==> config.mk <==
export PLATFORM = sky130hd
export DESIGN_NAME = mem_tbus_arbiter
export DESIGN_NICKNAME = d
export VERILOG_FILES = /design/src/rtl/mem_tbus_arbiter.sv
export SDC_FILE = /design/constraint.sdc
export NUM_CORES = 1
export LEC_CHECK = 0
export CAP_MARGIN = 0
export CORE_AREA = 5 5 306 308
export CTS_BUF_LIST = sky130_fd_sc_hd__clkbuf_8
export DETAILED_ROUTE_END_ITERATION = 8
export DIE_AREA = 0 0 311 313
export PLACE_DENSITY = 0.45
export SYNTH_ARGS = -nofsm -noshare
export SYNTH_HDL_FRONTEND = slang
export SYNTH_SLANG_ARGS = --single-unit
==> constraint.sdc <==
create_clock -name clock -period 4.8 [get_ports clock]
set_input_delay 0.48 -clock clock [delete_from_list [all_inputs] [get_ports clock]]
set_output_delay 0.48 -clock clock [all_outputs]
set_load 0.05 [all_outputs]
==> src/rtl/mem_tbus_arbiter.sv <==
// Arbitrates the single dcache tbus port between load unit and store queue (store aging under TBUS_ARB_AGING_EN).
// Latency: grant in N, dc_index_valid in N+1, done combinational from dc_operation_done; 3 cycles/txn minimum.
// Backpressure: one txn outstanding; readies only in IDLE to the winner; payload held until dc_index_ready.

`ifndef TBUS_OPTYPE_RANGE
`define TBUS_OPTYPE_RANGE 3:0
`endif

module mem_tbus_arbiter #(
    parameter int AGE_LIMIT = 4
) (
    input  logic                       clock,
    input  logic                       reset_n,

    input  logic                       ld_index_valid,
    output logic                       ld_index_ready,
    input  logic [63:0]                ld_index,
    input  logic [63:0]                ld_write_data,
    input  logic [63:0]                ld_write_mask,
    input  logic [`TBUS_OPTYPE_RANGE]  ld_operation_type,
    input  logic                       ld_flush_valid,
    output logic [63:0]                ld_read_data,
    output logic                       ld_operation_done,

    input  logic                       sq_index_valid,
    output logic                       sq_index_ready,
    input  logic [63:0]                sq_index,
    input  logic [63:0]                sq_write_data,
    input  logic [63:0]                sq_write_mask,
    input  logic [`TBUS_OPTYPE_RANGE]  sq_operation_type,
    output logic [63:0]                sq_read_data,
    output logic                       sq_operation_done,

    output logic                       dc_index_valid,
    input  logic                       dc_index_ready,
    output logic [63:0]                dc_index,
    output logic [63:0]                dc_write_data,
    output logic [63:0]                dc_write_mask,
    output logic [`TBUS_OPTYPE_RANGE]  dc_operation_type,
    input  logic [63:0]                dc_read_data,
    input  logic                       dc_operation_done,

    output logic                       arb_owner
);

    if (AGE_LIMIT < 1 || AGE_LIMIT > 15) begin : g_age_limit_check
        $error("mem_tbus_arbiter: AGE_LIMIT must be in 1..15");
    end

    typedef enum logic [1:0] {
        IDLE  = 2'd0,
        ISSUE = 2'd1,
        WAIT  = 2'd2,
        DRAIN = 2'd3
    } state_t;

    state_t state;
    state_t state_nxt;

    logic   store_wins;
    logic   age_fire;
    logic   grant_ld;
    logic   grant_sq;
    logic   flush_ld;

`ifdef TBUS_ARB_AGING_EN
    localparam logic [3:0] AGE_LIM = 4'(AGE_LIMIT);

    logic [3:0] age_cnt;

    // Counts loads that overtook a waiting store; never passes AGE_LIM because the store then wins.
    always_ff @(posedge clock or negedge reset_n) begin
        if (!reset_n) begin
            age_cnt <= '0;
        end else if (grant_sq) begin
            age_cnt <= '0;
        end else if (grant_ld && sq_index_valid) begin
            age_cnt <= age_cnt + 4'd1;
        end
    end

    assign age_fire = sq_index_valid && (age_cnt == AGE_LIM);
`else
    assign age_fire = 1'b0;
`endif

    // Readies are gated by valid so an idle arbiter presents no readies at all.
    always_comb begin
        store_wins     = !ld_index_valid || age_fire;
        ld_index_ready = (state == IDLE) && ld_index_valid && !store_wins && !ld_flush_valid;
        sq_index_ready = (state == IDLE) && sq_index_valid && store_wins;
        grant_ld       = ld_index_ready;
        grant_sq       = sq_index_ready;
        // Committed stores are never killed, so a flush only matters for a load-owned txn.
        flush_ld       = ld_flush_valid && !arb_owner;
    end

    always_comb begin
        state_nxt         = state;
        dc_index_valid    = 1'b0;
        ld_operation_done = 1'b0;
        sq_operation_done = 1'b0;

        case (state)
            IDLE: begin
                if (grant_ld || grant_sq) begin
                    state_nxt = ISSUE;
                end
            end
            ISSUE: begin
                dc_index_valid = 1'b1;
                if (dc_index_ready) begin
                    state_nxt = flush_ld ? DRAIN : WAIT;
                end else if (flush_ld) begin
                    state_nxt = IDLE;
                end
            end
            WAIT: begin
                if (flush_ld) begin
                    // A completion coinciding with the flush retires the killed load silently.
                    state_nxt = dc_operation_done ? IDLE : DRAIN;
                end else if (dc_operation_done) begin
                    state_nxt         = IDLE;
                    ld_operation_done = !arb_owner;
                    sq_operation_done = arb_owner;
                end
            end
            DRAIN: begin
                if (dc_operation_done) begin
                    state_nxt = IDLE;
                end
            end
            default: begin
                state_nxt = IDLE;
            end
        endcase
    end

    always_ff @(posedge clock or negedge reset_n) begin
        if (!reset_n) begin
            state <= IDLE;
        end else begin
            state <= state_nxt;
        end
    end

    always_ff @(posedge clock or negedge reset_n) begin
        if (!reset_n) begin
            arb_owner         <= 1'b0;
            dc_index          <= '0;
            dc_write_data     <= '0;
            dc_write_mask     <= '0;
            dc_operation_type <= '0;
        end else if (grant_ld || grant_sq) begin
            arb_owner         <= grant_sq;
            dc_index          <= grant_sq ? sq_index          : ld_index;
            dc_write_data     <= grant_sq ? sq_write_data     : ld_write_data;
            dc_write_mask     <= grant_sq ? sq_write_mask     : ld_write_mask;
            dc_operation_type <= grant_sq ? sq_operation_type : ld_operation_type;
        end
    end

    assign ld_read_data = dc_read_data;
    assign sq_read_data = dc_read_data;

endmodule

==> metrics.cfg, run 1 <==
[synth]
ys_types=21
synth_area_leaders=dfrtp_1, o22ai_1, a21oi_1
netlist.area_leader.share_pct=51.84
syn_area_per_cell_um2=9.597
yosys.area.top_type=dfrtp_1
ys_warn_count=0
synthCells=1001
syn_area_um2=9607
synth_seq_cells=199
ys_seq_area_share_pct=51.84
syn-num-nets=1464

[place]
placedCellCount=2605
gp_congestion=0.8500
place_hpwl_mm=34.88
port_buffers=600
post_dp_cell_area_um2=15860

[die]
die_area_um2=97340
rows=111
dieHeight_um=313
die_w_um=311
start_util_pct=10.58
pin_count=793
core_um2=90830

[detailed_routing]
via_per_inst=3.329
ant_nets=0
drt-total-wl_mm=43.88
drt_iter0_drc=356
remaining_drc_errors=0
num_vias=8781
wl_per_cell_um=16.63
firstDrtPassIters=4

[cts]
cts_root_buf=clkbuf_8
clockBufferDepth=2
post_cts_buffers=0
numCtsBuffers=17
clock-sinks=199
clkLatencyLatePin_ns=0.59
cts_tree=built
htree_levels=4
hold_buffers=1
cts.clk_slew.worst_paths_ns=0.12
cts-resized-gates=0

[worst_setup_path]
r2r_cells=4
critPathCaptureType=output pin
startpoint_type=flip-flop
worst_ep_arrival_time_ns=2.82
cp_max_fo=30
crit_type=flip-flop to output pin
path_cells=or4b_4 -> inv_1 -> clkdlybuf4s50_1
required_ns=4.32
cpPeakStageDelay_ns=0.82
slowest_stage=clkdlybuf4s50_1

[sta]
layout_worst_path_cycle_share_pct=68.82
setup_viol=0
rsz0062_at_grt=false
hold_viol=0
slew_headroom_pct=9.592
finalClockSkew_ns=0.02408
tns_ns=0
worstMarginPinSlew_ns=1.356
whs_ns=0.3717
max_freq_mhz=302.7
finalMaxSlewViolations=0
finalCriticalPeriod_ns=3.303

[worst_hold_path]
min_path_type=primary input to asynchronous set/reset pin

[power_and_ir_drop]
leakagePower_nw=6.801
powerDensity_nw_per_um2=670.3
peakVddDrop_mv=0.3174

[cells_and_area]
drive_gt1_share_pct=4.821
antenna_cells=0
postLayoutCellArea_um2=16260
seqCellArea_um2=4980
fillers=10110
multi_input_area_um2=2489
synthToLayoutAreaGrowth_pct=69.30
final_cell_count_no_fill=2638
nets=1902

[grt]
antenna_found_initial=4
grt_max_degree=101
grt-ovfl-total=0
grt.total_usage_pct=8.826
grt_pass1_vias=9538
grt_pass1_wl_mm=64.35

[status]
status=completed

[run]
maxCapViolations=0

## metal layers
layer	vias up	share of wire, %	track usage [%]
met3	71	11	4.727
met2	441	48	14.50
met1	4129	39	9.788
met4	6	2.6	3.036
li1	4134	-	-
met5	-	0.084	0
## sequential cells by signal (all words and copies together) (netlist names)
register / cells
dc_write_mask: 64
dc_operation_type: 4
state: 2
dc_write_data: 64
arb_owner: 1
dc_index: 64
## path summary, 6_finish.rpt
| path | start | end | slack, ns |
|---|---|---|---|
| max | state[0]$_DFFE_PN0P_ | sq_index_ready | 1.50 |
| max reg2reg | state[0]$_DFFE_PN0P_ | dc_write_data[52]$_DFFE_PN0P_ | 2.18 |
| min | reset_n | dc_write_data[23]$_DFFE_PN0P_ | 0.37 |
| max in group asynchronous | reset_n | dc_write_mask[11]$_DFFE_PN0P_ | 3.58 |
| min in group clock | ld_index[9] | dc_index[9]$_DFFE_PN0P_ | 0.48 |
| min reg2reg | dc_index[21]$_DFFE_PN0P_ | dc_index[21]$_DFFE_PN0P_ | 0.52 |
## cell usage in the layout (no fill, tap or decap)
cell type	count
o22ai_2	24
clkbuf_8	17
inv_1	200
bufinv_16	2
buf_12	5
clkinv_2	1
o21ai_4	1
nor2b_1	4
nor4_1	1
clkinvlp_4	4
o22ai_1	172
dlygate4sd3_1	1
a21oi_1	196
nor3b_1	1
buf_4	6
clkdlybuf4s50_1	599
a21o_1	1
o311ai_0	1
dfrtp_1	199
buf_8	1
nand2_1	3
xor2_1	1
or4b_4	2
inv_8	2
inv_6	5
o21ai_0	1
nor2_1	2
## cell families (layout without fill, tap and decap cells)
kind of cell           Yosys count  count (layout)  share of synthesized area (%)
AND/OR/NAND/NOR                 13              13                         0.8076
XOR/XNOR                         1               1                        0.09119
AO/OA/AOI/OAI                  396             396                          24.81
buffers and inverters          392             843                          22.45
flip-flops                     199             199                          51.84
## report_power, final
group | internal (mW) | switching, mW | leakage [nW]
clock network | 0.473 | 0.715 | 0.195
logic | 2.21 | 4.54 | 4.42
registers | 2.49 | 0.478 | 2.19
## worst max-delay path, delay by kind of cell, from the launching register on
| family | cells | cell delay [ns] |
|---|---|---|
| DFF | 1 | 0.50 |
| and+or+nand+nor | 1 | 0.76 |
| buffers and inverters | 2 | 0.97 |
## synthesized netlist by cell type
cell type	count
a21o_1	1
a21oi_1	196
buf_1	9
buf_2	2
buf_4	130
buf_6	26
clkbuf_1	26
dfrtp_1	199
inv_1	199
nand2_1	3
nor2_1	2
nor2b_1	4
nor3b_1	1
nor4_1	1
o21ai_0	1
o21ai_1	1
o22ai_1	172
o22ai_2	24
o311ai_0	1
or4b_1	2
xor2_1	1
## metrics by stage
step	utilization, %	power, mW	worst slack [ns]
after floorplan	-	7.392	2.173
after global placement	17.46	9.794	1.707
after detailed placement	17.46	9.843	1.704
after CTS	17.91	11.13	1.353
after global routing	17.91	11.53	1.319
final	17.91	10.90	1.497
## area by class of cell
cell class / count / area share (%)
Clock inverter: 15 / 1.015
Timing Repair Buffer: 612 / 37.91
Inverter: 199 / 4.593
Tap cell: 1186 / 9.124
Sequential cell: 199 / 30.62
Clock buffer: 17 / 1.439
Multi-Input combinational cell: 410 / 15.30
Note: power is estimated with default switching activity, not from simulation.
==> run 2: changes to the inputs <==
- CORE_AREA: 5 5 306 308 -> 5 5 302 304
- DIE_AREA: 0 0 311 313 -> 0 0 307 309
- PLACE_DENSITY: 0.45 -> 0.47
- clock period: 4.8 -> 2.9 ns (I/O delays scaled with it)
==> run 2 against run 1 <==
- sequential power up 67%
- clock power up 60%
- sequential cell count stayed put
- critical path depth fell by 1
- via count rose by 0.23%
- critical path type unchanged
- total power is 65% higher
- cell count decreased by 0.23%
- largest power group unchanged
- routed wire length down 3.7%
- worst hold slack got worse by 0.11 ns
- first-iteration DRC count is 12% lower
==> metrics.cfg, run 2 (synthesis gave the netlist of run 1 again) <==
[power_and_ir_drop]
leakagePower_nw=6.885  ; was 6.801 nW
powerDensity_nw_per_um2=1100  ; was 670.3 nW/µm²
pwr-share-clk_pct=10.6  ; was 10.9%
swShare_pct=52.63  ; was 52.56%
peakVddDrop_mv=0.5724  ; was 0.3174 mV
pwr-share-seq_pct=27.6  ; was 27.2%
p_int_mw=8.526  ; was 5.172 mW
p_comb_share_pct=61.8  ; was 61.9%
switchingPower_mw=9.474  ; was 5.730 mW
totalPowerFinal_mw=18.00  ; was 10.90 mW

[place]
placedCellCount=2595  ; was 2605
place_hpwl_mm=33.37  ; was 34.88 mm
gp_congestion=0.8374  ; was 0.8500
port_buffers=600  ; unchanged

[cts]
post_cts_buffers=0  ; unchanged
clkLatencyLatePin_ns=0.58  ; was 0.59 ns
cts.clk_slew.worst_paths_ns=0.12  ; about the same
numCtsBuffers=17  ; unchanged
cts-resized-gates=0  ; unchanged
hold_buffers=1  ; unchanged
clockBufferDepth=2  ; unchanged
cts_root_buf=clkbuf_8  ; unchanged
clock-sinks=199  ; unchanged
cts_tree=built  ; unchanged
htree_levels=4  ; unchanged

[cells_and_area]
layout_common_cells=clkdlybuf4s50_1, inv_1, dfrtp_1  ; unchanged
final_cell_count_no_fill=2632  ; was 2638
synthToLayoutAreaGrowth_pct=70.38  ; was 69.30%
reg_top3=dc_index: 64 flops, dc_write_data: 64 flops, dc_write_mask: 64 flops  ; unchanged
final_common_cell=clkdlybuf4s50_1  ; unchanged
final_util_pct=18.61  ; was 17.91%
drive_gt1_share_pct=5.810  ; was 4.821%
nets=1913  ; was 1902
fillers=9700  ; was 10110

[sta]
rsz0062_at_grt=false  ; unchanged
hold_viol=0  ; unchanged
setup_viol=0  ; unchanged
worstMarginPinSlew_ns=0.8846  ; was 1.356 ns
tns_ns=0  ; unchanged
finalClockSkew_ns=0.03057  ; was 0.02408 ns
finalMaxSlewViolations=0  ; unchanged
layout_worst_path_cycle_share_pct=91.20
max_freq_mhz=378.1
slew_headroom_pct=40.84  ; was 9.592%
finalCriticalPeriod_ns=2.645

[grt]
busiest_layer=met2  ; unchanged
grt.total_usage_pct=8.504  ; was 8.826%
antenna_found_initial=8  ; was 4
grt_max_degree=104  ; was 101
met1_usage_pct=9.361  ; was 9.788%
grt-ovfl-total=0  ; unchanged
grt_pass1_vias=9617  ; was 9538
met2_usage_pct=13.40  ; was 14.50%
grt_use_met3_pct=4.683  ; was 4.727%
grt_pass1_wl_mm=60.47  ; was 64.35 mm

[detailed_routing]
drt_iter0_drc=313  ; was 356
ant_nets=0  ; unchanged
num_vias=8801  ; was 8781
via_per_inst=3.344  ; was 3.329
firstDrtPassIters=4  ; unchanged
wl_per_cell_um=16.05  ; was 16.63 µm
drt-total-wl_mm=42.25  ; was 43.88 mm
remaining_drc_errors=0  ; unchanged

[worst_setup_path]
startpoint=state[0]$_DFFE_PN0P_  ; unchanged
path_cells=nor4_1 -> clkdlybuf4s50_1  ; was or4b_4 -> inv_1 -> clkdlybuf4s50_1
slowest_stage=clkdlybuf4s50_1  ; unchanged
critPathCaptureType=output pin  ; unchanged
timing.rr.start=state[0]$_DFFE_PN0P_  ; unchanged
startpoint_type=flip-flop  ; unchanged
worst_ep_arrival_time_ns=2.35  ; was 2.82 ns
crit_type=flip-flop to output pin  ; unchanged
cp_max_fo=7  ; was 30
cpPeakStageDelay_ns=0.89  ; was 0.82 ns
required_ns=2.61  ; was 4.32 ns

[die]
pin_count=793  ; unchanged
start_util_pct=10.92  ; was 10.58%
die_area_um2=94860  ; was 97340 µm²
dieHeight_um=309  ; was 313 µm
core_um2=87970  ; was 90830 µm²
die_w_um=307  ; was 311 µm
rows=109  ; was 111

[status]
status=completed  ; unchanged

[worst_hold_path]
min_path_type=primary input to asynchronous set/reset pin  ; unchanged

[run]
maxCapViolations=0  ; unchanged

[run 2: changes by cell type in the layout (fill, tap and decap cells not counted)]
cell	change
buf_4	+11
buf_12	+4
clkdlybuf4s50_1	-4
diode_2	+4
clkinv_4	+3
clkinvlp_4	-2
inv_6	-2
inv_8	+2
bufinv_16	-1
clkinv_2	-1
clkinv_8	+1
[run 2: final timing paths]
kind	to	slack, ns	cells after the start
setup / recovery	ld_operation_done	0.26	2
hold / removal	dc_write_data[16]$_DFFE_PN0P_	0.26	2
setup reg to reg	dc_write_data[12]$_DFFE_PN0P_	0.76	5
hold reg to reg	dc_index[4]$_DFFE_PN0P_	0.51	2
max in group asynchronous	dc_index[50]$_DFFE_PN0P_	1.92	3
min in group clock	dc_write_mask[47]$_DFFE_PN0P_	0.29	3
[run 2: worst max-delay path, delay by kind of cell, from the launching register on]
kind          cells  cell delay [ns]
buf+inv           1             0.89
flops             1             0.48
simple gates      1             0.40
[run 2: power groups by stage]
| stage | logic (mW) | clock network (mW) | registers [mW] |
|---|---|---|---|
| 2_1_floorplan | 2.67 | 0 | 9.56 |
| 3_3_place_gp | 11.2 | 0 | 4.99 |
| 3_5_place_dp | 11.3 | 0 | 5.03 |
| 4_1_cts | 11.3 | 2.08 | 4.99 |
| 5_1_grt | 11.8 | 2.16 | 5.16 |
| 6_report | 11.1 | 1.90 | 4.97 |
[run 2: area by class of cell]
cell class	instances	area, µm²	area share [%]
repair buffers	623	6289	38.42
flip-flops and latches	199	4980	30.42
multi-input cells	410	2489	15.20
well taps	1165	1458	8.905
inverters	199	747.0	4.564
clock buffers	17	234.0	1.429
clock inverters	15	162.7	0.9937
diodes	4	10.01	0.06115
[run 2: per-layer routing]
metal  wire, µm  vias to the layer above
met5         13                        -
met4       1423                        2
met3       5000                       86
met2      19230                      464
met1      16590                     4090
li1           -                     4159
[run 2: stage by stage]
stage                     hold slack, ns  instance area [µm²]  setup slack [ns]
after floorplan                -0.005591                 9607            0.4626
after global placement            0.3280                15950            0.5459
after detailed placement          0.3362                15950            0.5469
after CTS                         0.1515                16360            0.1169
after global routing              0.1934                16360           0.09339
final                             0.2594                16370            0.2551
